**src/rtl/id_stage_pipe.sv**
```systemverilog
// ---------------------------------------------------------------------------
// id_stage_pipe : RV32I/RV32E instruction-decode stage with ID/EX register
//
// Decodes the instruction word presented by the IF/ID buffer, reads the
// register file (with write-through bypass from writeback), detects load-use
// hazards against the instruction held in ID/EX and owns the ID/EX pipeline
// register with a valid/ready handshake, stall and flush.
//
// Parameters
//   XLEN  datapath / register width (>= 32)
//   NREG  architectural register count, 16 (RV32E) or 32
//
// Ports
//   clk, rst                 clock, asynchronous active-high reset
//   id_valid_i/id_pc_i/id_ir_i  instruction offered by IF/ID
//   id_ready_o               instruction is consumed (accepted or dropped)
//   flush_i                  kill ID and ID/EX contents (redirect)
//   wb_load_i/wb_rd_i/wb_data_i register-file write port from writeback
//   ex_ready_i               execute accepts the ID/EX contents
//   ex_valid_o, ex_*_o       registered ID/EX payload
//
// Optional feature (macro ID_STALL_CNT_EN)
//   stall_cnt_o   cycles with id_valid_i && !id_ready_o
//   bubble_cnt_o  load-use bubbles inserted
// ---------------------------------------------------------------------------
module id_stage_pipe #(
    parameter int XLEN = 32,
    parameter int NREG = 32
) (
    input  logic            clk,
    input  logic            rst,
    input  logic            id_valid_i,
    input  logic [XLEN-1:0] id_pc_i,
    input  logic [31:0]     id_ir_i,
    output logic            id_ready_o,
    input  logic            flush_i,
    input  logic            wb_load_i,
    input  logic [4:0]      wb_rd_i,
    input  logic [XLEN-1:0] wb_data_i,
    input  logic            ex_ready_i,
    output logic            ex_valid_o,
    output logic [XLEN-1:0] ex_pc_o,
    output logic [XLEN-1:0] ex_rs1_o,
    output logic [XLEN-1:0] ex_rs2_o,
    output logic [XLEN-1:0] ex_imm_o,
    output logic [4:0]      ex_rs1_idx_o,
    output logic [4:0]      ex_rs2_idx_o,
    output logic [4:0]      ex_rd_o,
    output logic [6:0]      ex_opcode_o,
    output logic [2:0]      ex_funct3_o,
    output logic [6:0]      ex_funct7_o,
    output logic            ex_is_load_o
`ifdef ID_STALL_CNT_EN
    ,
    output logic [31:0]     stall_cnt_o,
    output logic [31:0]     bubble_cnt_o
`endif
);

    localparam int AW = $clog2(NREG);

    localparam logic [6:0] OPC_LOAD   = 7'b0000011;
    localparam logic [6:0] OPC_OP_IMM = 7'b0010011;
    localparam logic [6:0] OPC_AUIPC  = 7'b0010111;
    localparam logic [6:0] OPC_STORE  = 7'b0100011;
    localparam logic [6:0] OPC_OP     = 7'b0110011;
    localparam logic [6:0] OPC_LUI    = 7'b0110111;
    localparam logic [6:0] OPC_BRANCH = 7'b1100011;
    localparam logic [6:0] OPC_JALR   = 7'b1100111;
    localparam logic [6:0] OPC_JAL    = 7'b1101111;

    typedef struct packed {
        logic [XLEN-1:0] pc;
        logic [XLEN-1:0] rs1;
        logic [XLEN-1:0] rs2;
        logic [XLEN-1:0] imm;
        logic [4:0]      rs1_idx;
        logic [4:0]      rs2_idx;
        logic [4:0]      rd;
        logic [6:0]      opcode;
        logic [2:0]      funct3;
        logic [6:0]      funct7;
        logic            is_load;
    } idex_t;

    // ---------------------------------------------------------------------
    // Field decode
    // ---------------------------------------------------------------------
    logic [6:0] opcode;
    logic [4:0] rd_idx;
    logic [2:0] funct3;
    logic [4:0] rs1_idx;
    logic [4:0] rs2_idx;
    logic [6:0] funct7;

    assign opcode  = id_ir_i[6:0];
    assign rd_idx  = id_ir_i[11:7];
    assign funct3  = id_ir_i[14:12];
    assign rs1_idx = id_ir_i[19:15];
    assign rs2_idx = id_ir_i[24:20];
    assign funct7  = id_ir_i[31:25];

    logic [31:0] imm32;

    // NOTE: every always_comb output gets a default before the case/if tree,
    // so no path can leave it unassigned and infer a latch.
    always_comb begin
        imm32 = '0;
        unique case (opcode)
            OPC_OP_IMM, OPC_LOAD, OPC_JALR:
                imm32 = {{20{id_ir_i[31]}}, id_ir_i[31:20]};
            OPC_STORE:
                imm32 = {{20{id_ir_i[31]}}, id_ir_i[31:25], id_ir_i[11:7]};
            OPC_BRANCH:
                imm32 = {{19{id_ir_i[31]}}, id_ir_i[31], id_ir_i[7],
                         id_ir_i[30:25], id_ir_i[11:8], 1'b0};
            OPC_LUI, OPC_AUIPC:
                imm32 = {id_ir_i[31:12], 12'b0};
            OPC_JAL:
                imm32 = {{11{id_ir_i[31]}}, id_ir_i[31], id_ir_i[19:12],
                         id_ir_i[20], id_ir_i[30:21], 1'b0};
            default:
                imm32 = '0;
        endcase
    end

    // ---------------------------------------------------------------------
    // Register file
    // ---------------------------------------------------------------------
    logic [XLEN-1:0] rf_q [NREG];
    logic            rf_we;

    // Indices above the implemented range (RV32E) behave as hard-wired zero.
    function automatic logic in_range(input logic [4:0] idx);
        return int'(idx) < NREG;
    endfunction

    function automatic logic [XLEN-1:0] rf_read(input logic [4:0] idx);
        logic [XLEN-1:0] val;
        val = '0;
        if (idx != 5'd0 && in_range(idx)) begin
            // Write-through: a same-cycle writeback is visible to the reader.
            if (wb_load_i && wb_rd_i == idx) val = wb_data_i;
            else                             val = rf_q[idx[AW-1:0]];
        end
        return val;
    endfunction

    assign rf_we = wb_load_i && (wb_rd_i != 5'd0) && in_range(wb_rd_i);

    // NOTE: the register file is cleared by reset along with every other
    // register, so operand values read after reset are deterministic.
    always_ff @(posedge clk or posedge rst) begin
        if (rst) begin
            for (int i = 0; i < NREG; i++) rf_q[i] <= '0;
        end else if (rf_we) begin
            rf_q[wb_rd_i[AW-1:0]] <= wb_data_i;
        end
    end

    // ---------------------------------------------------------------------
    // Hazard detection and ID/EX control
    // ---------------------------------------------------------------------
    idex_t ex_q, ex_d, id_payload;
    logic  ex_valid_q, ex_valid_d;
    logic  use_rs1, use_rs2;
    logic  ex_stall;
    logic  load_use;
    logic  bubble;
    logic  id_ready;

    assign use_rs1 = !(opcode == OPC_LUI || opcode == OPC_AUIPC || opcode == OPC_JAL);
    assign use_rs2 = (opcode == OPC_OP) || (opcode == OPC_STORE) || (opcode == OPC_BRANCH);

    assign ex_stall = ex_valid_q && !ex_ready_i;
    assign load_use = id_valid_i && ex_valid_q && ex_q.is_load && (ex_q.rd != 5'd0) &&
                      ((use_rs1 && rs1_idx == ex_q.rd) || (use_rs2 && rs2_idx == ex_q.rd));

    always_comb begin
        id_payload.pc      = id_pc_i;
        id_payload.rs1     = rf_read(rs1_idx);
        id_payload.rs2     = rf_read(rs2_idx);
        id_payload.imm     = XLEN'($signed(imm32));
        id_payload.rs1_idx = rs1_idx;
        id_payload.rs2_idx = rs2_idx;
        id_payload.rd      = rd_idx;
        id_payload.opcode  = opcode;
        id_payload.funct3  = funct3;
        id_payload.funct7  = funct7;
        id_payload.is_load = (opcode == OPC_LOAD);
    end

    // Priority: flush, back-pressure, load-use bubble, normal advance.
    // In reset ex_valid_q is 0, so this resolves to id_ready = 1.
    always_comb begin
        ex_d       = ex_q;
        ex_valid_d = ex_valid_q;
        id_ready   = 1'b1;
        bubble     = 1'b0;
        if (flush_i) begin
            ex_valid_d = 1'b0;
        end else if (ex_stall) begin
            id_ready = 1'b0;
        end else if (load_use) begin
            ex_valid_d = 1'b0;
            id_ready   = 1'b0;
            bubble     = 1'b1;
        end else begin
            ex_valid_d = id_valid_i;
            if (id_valid_i) ex_d = id_payload;
        end
    end

    // NOTE: sequential state uses non-blocking assignments so every register
    // samples pre-edge values regardless of block ordering.
    always_ff @(posedge clk or posedge rst) begin
        if (rst) begin
            ex_q       <= '0;
            ex_valid_q <= 1'b0;
        end else begin
            ex_q       <= ex_d;
            ex_valid_q <= ex_valid_d;
        end
    end

    assign id_ready_o   = id_ready;
    assign ex_valid_o   = ex_valid_q;
    assign ex_pc_o      = ex_q.pc;
    assign ex_rs1_o     = ex_q.rs1;
    assign ex_rs2_o     = ex_q.rs2;
    assign ex_imm_o     = ex_q.imm;
    assign ex_rs1_idx_o = ex_q.rs1_idx;
    assign ex_rs2_idx_o = ex_q.rs2_idx;
    assign ex_rd_o      = ex_q.rd;
    assign ex_opcode_o  = ex_q.opcode;
    assign ex_funct3_o  = ex_q.funct3;
    assign ex_funct7_o  = ex_q.funct7;
    assign ex_is_load_o = ex_q.is_load;

`ifdef ID_STALL_CNT_EN
    logic [31:0] stall_cnt_q;
    logic [31:0] bubble_cnt_q;

    always_ff @(posedge clk or posedge rst) begin
        if (rst) begin
            stall_cnt_q  <= '0;
            bubble_cnt_q <= '0;
        end else begin
            if (id_valid_i && !id_ready) stall_cnt_q  <= stall_cnt_q + 32'd1;
            if (bubble)                  bubble_cnt_q <= bubble_cnt_q + 32'd1;
        end
    end

    assign stall_cnt_o  = stall_cnt_q;
    assign bubble_cnt_o = bubble_cnt_q;
`endif

endmodule

```
**config.mk**
```make
export PLATFORM = sky130hd
export DESIGN_NAME = id_stage_pipe
export DESIGN_NICKNAME = d
export VERILOG_FILES = /design/src/rtl/id_stage_pipe.sv
export SDC_FILE = /design/constraint.sdc
export NUM_CORES = 2
export LEC_CHECK = 0
export CORE_MARGIN = 2
export CORE_UTILIZATION = 45
export DETAILED_ROUTE_END_ITERATION = 10
export SETUP_SLACK_MARGIN = 0.1
export SYNTH_ARGS = -nofsm -noshare
export SYNTH_HDL_FRONTEND = slang
export SYNTH_SLANG_ARGS = --single-unit
```
**constraint.sdc**
```tcl
create_clock -name clk -period 101.6 [get_ports clk]
set_input_delay 20.32 -clock clk [delete_from_list [all_inputs] [get_ports clk]]
set_output_delay 20.32 -clock clk [all_outputs]
set_load 0.02 [all_outputs]
```
==> results.ini <==
[worst_setup_path]
rr_worst_depth = 7
arrival_ps = 23190
worstPathCellList = clkdlybuf4s50_1 -> nor4_2 -> a41oi_1 -> a22oi_1 -> a21o_1 -> clkdlybuf4s50_1
cp_top_family = buffers and inverters
reg2reg_slack_ps = 97520
startpoint_type = primary input
cp-startpoint = id_ir_i[6]
worst_path_max_delay_cell = nor4_2
r2r_start = ex_rd_o[4]
slowest_delay_ps = 990
critPathMaxFanout = 13
critPathBufInv = 2
crit_path_end_kind = output pin
endpoint = id_ready_o
cpMostUsedCell = clkdlybuf4s50_1
critical_path_class = primary input to output pin
r2r-end = ex_pc_o[9]
crit_cells = 6
crit_required_ps = 81280

[finish]
layout.nets = 4186
final.fill_count = 11300
final_core_util_pct = 51.4
finalInstanceArea_um2 = 69600
final_layout_size_suffix_gt1_share_pct = 45.4
area_delta_synth_final_pct = 13.4
final_cell_mix = 1186 x dfrtp_1, 999 x mux2_2, 531 x mux4_2
final_common_cell = dfrtp_1
antenna_cells = 0

[global_route]
grt_pass1_vias = 39300
antenna_found_initial = 5
grt_usage_pct = 27.3
grt_max_degree = 169
grt_pass1_wl_um = 281000
overflow = 0

[yosys]
synthAdderAreaFrac_pct = 0
synth.distinct_cells = 55
syn-instance-count = 4055
synth_edf_count = 0
synth-seq-area-share_pct = 48.3
synthArstFlopShare_pct = 100
netlist_area_um2 = 61400
synth-main-ff-cell = dfrtp_1
ys_ff_latch = 1186
synth_compound_area_share_pct = 3.66
avgSynthCellArea_um2 = 15.1
yosysWarnings = 0
synthXorXnorAreaFrac_pct = 0.285
muxShareOfSynthArea_pct = 42.1
syn_nets = 4162
synth_top_family_by_area = multiplexers
synthSimpleGateAreaFrac_pct = 2.15

[die]
ioPinCount = 270
die_x_um = 373
start_util_pct = 45.3
die_area_um2 = 139000
rows = 135
core_um2 = 135000
die_y_um = 373

[power_and_ir_drop]
vdd_drop_max_mv = 0.0170
p_int_mw = 1.03
power_density_nw_per_um2 = 20.3
sw_frac_of_total_pct = 27.3
leakage_nw = 29.8
comb_power_share_pct = 20.6
clockPowerShare_pct = 35.0
pwr-share-seq_pct = 44.3
p_sw_uw = 386

[clock_network]
numCtsBuffers = 136
cts_resized = 0
cts_buffer_depth = 3
cts_tree = built
htree_levels = 4
ctsHoldBuffers = 0
root_buffer = clkbuf_16
cts_num_sinks = 1186
worstSkewPairLatency_ps = 760
clkTransAtPathRegs_ps = 60
post_cts_buffers = 0

[timing]
max_freq_mhz = 23.0
setup_violations = 0
maxSlewViolCount = 0
setup_tns_ps = 0
fin_crit_ps = 43510
worst_pin_slew_ps = 1270
relSlewSlack_pct = 15.2
fin_crit_sh_pct = 42.8
rsz0062_at_grt = no
hold_viol_final = 0
fin_skew_ps = 24.4

[route]
met1_length_um = 84400
top_layer = met5
drtPass1Iterations = 5
ant_nets = 0
drt_wl_total_um = 189000
drc = 0
drt_iter0_drc = 3411
vias_per_cell = 6.43
wl_met2_um = 86600
vias = 38300
post_drt_wl_per_cell_um = 31.7
wl_met3_um = 13000

[placed_design]
placed_area_um2 = 65100
hpwl_um = 103000
finalWeightedCongestion = 0.782
portBuffers = 269

[hold_path]
min_path_type = flop to flop

[job]
cap_violations = 0

[status]
outcome = complete, no violations

-- worst register-to-register path: stages (launching register included) --
cell       delay (ps)
dfrtp_1           460
xnor2_1           180
nand4_1           180
a2111oi_2         440
a221o_4           670
buf_4             660
buf_4             850
mux2_1            500
-- per-layer routing --
| layer | track usage [%] | up-vias |
|---|---|---|
| met1 | 39.7 | 21000 |
| li1 | - | 15600 |
| met5 | 0 | - |
| met2 | 41.4 | 1385 |
| met4 | 8.15 | 4 |
| met3 | 5.75 | 301 |
-- worst min-delay path by stage --
stage	start	to	depth (start not counted)
5_1_grt	rf_q[1007]	rf_q[1007]	0
6_report	rf_q[999]	rf_q[999]	0
3_3_place_gp	rf_q[1023]	rf_q[1023]	0
3_5_place_dp	rf_q[1010]	rf_q[1010]	0
4_1_cts	rf_q[992]	rf_q[992]	0
2_1_floorplan	rf_q[1000]	rf_q[1000]	1
-- synthesized netlist by cell type, drive strengths merged (2+ instances only) --
master / number / area [µm²]
o31ai: 7 / 52.6
buf: 231 / 1310
nor2b: 6 / 37.5
nor3: 12 / 60.1
inv: 4 / 15.0
o41ai: 26 / 423
xnor2: 8 / 70.1
mux2: 1060 / 11900
nand2b: 6 / 37.5
o22ai: 38 / 238
mux2i: 195 / 1950
dfrtp: 1186 / 29700
a31oi: 2 / 12.5
a21oi: 79 / 399
and3: 3 / 18.8
and2: 2 / 12.5
a22oi: 64 / 480
a211oi: 3 / 22.5
a32oi: 2 / 17.5
a21o: 3 / 22.5
mux4: 531 / 12000
nor4: 6 / 58.8
o21ai: 46 / 230
nand3b: 7 / 52.6
xor2: 12 / 105
nand2: 170 / 638
nor2: 55 / 206
nor3b: 4 / 30.0
nand4: 6 / 37.5
nand3: 9 / 45.0
clkbuf: 222 / 833
or2: 5 / 31.3
o221ai: 33 / 289
-- area by class of cell --
type                    count  area (µm²)  share of cell area, %
clock buffers             202        4110                   5.90
clock inverters            40         398                  0.571
inverters                   4        22.5                 0.0323
multi-input cells        2412       29900                   42.9
flip-flops and latches   1186       29700                   42.6
well taps                1781        2230                   3.20
repair buffers            339        3340                   4.79
-- registers in the layout, summed over array words and instances, names as in the netlist, 5 cells and up --
| name | cells |
|---|---|
| ex_funct7_o | 7 |
| ex_imm_o | 32 |
| ex_opcode_o | 7 |
| ex_pc_o | 32 |
| ex_rd_o | 5 |
| ex_rs1_idx_o | 5 |
| ex_rs1_o | 32 |
| ex_rs2_idx_o | 5 |
| ex_rs2_o | 32 |
| rf_q | 1024 |
-- through the flow --
| stage | power, mW | cells | setup WS [ps] | hold slack [ps] |
|---|---|---|---|---|
| finish | 1.41 | 5964 | 58090 | 392 |
| global route | 1.48 | 5964 | 57880 | 402 |
| CTS | 1.42 | 5964 | 58110 | 395 |
| detailed placement | 0.926 | 5722 | 58110 | 382 |
| global placement | 0.919 | 5722 | 58120 | 382 |
| floorplan | 0.833 | 4055 | 47870 | 441 |
-- power by group through the flow --
stage	Combinational, mW	Clock [mW]	Sequential (mW)
finish	0.292	0.496	0.627
global placement	0.289	0	0.630
floorplan	0.208	0	0.625
global route	0.313	0.526	0.638
detailed placement	0.293	0	0.632
CTS	0.294	0.506	0.624
-- kinds of logic (layout without fill, tap and decap cells) --
group,after synthesis,in the layout
buffers and inverters,457,585
XOR/XNOR,20,20
flip-flops,1186,1186
AND/OR/NAND/NOR,297,297
AO/OA/AOI/OAI,309,309
multiplexers,1786,1786
No activity file was read; power rests on OpenSTA's default activity.
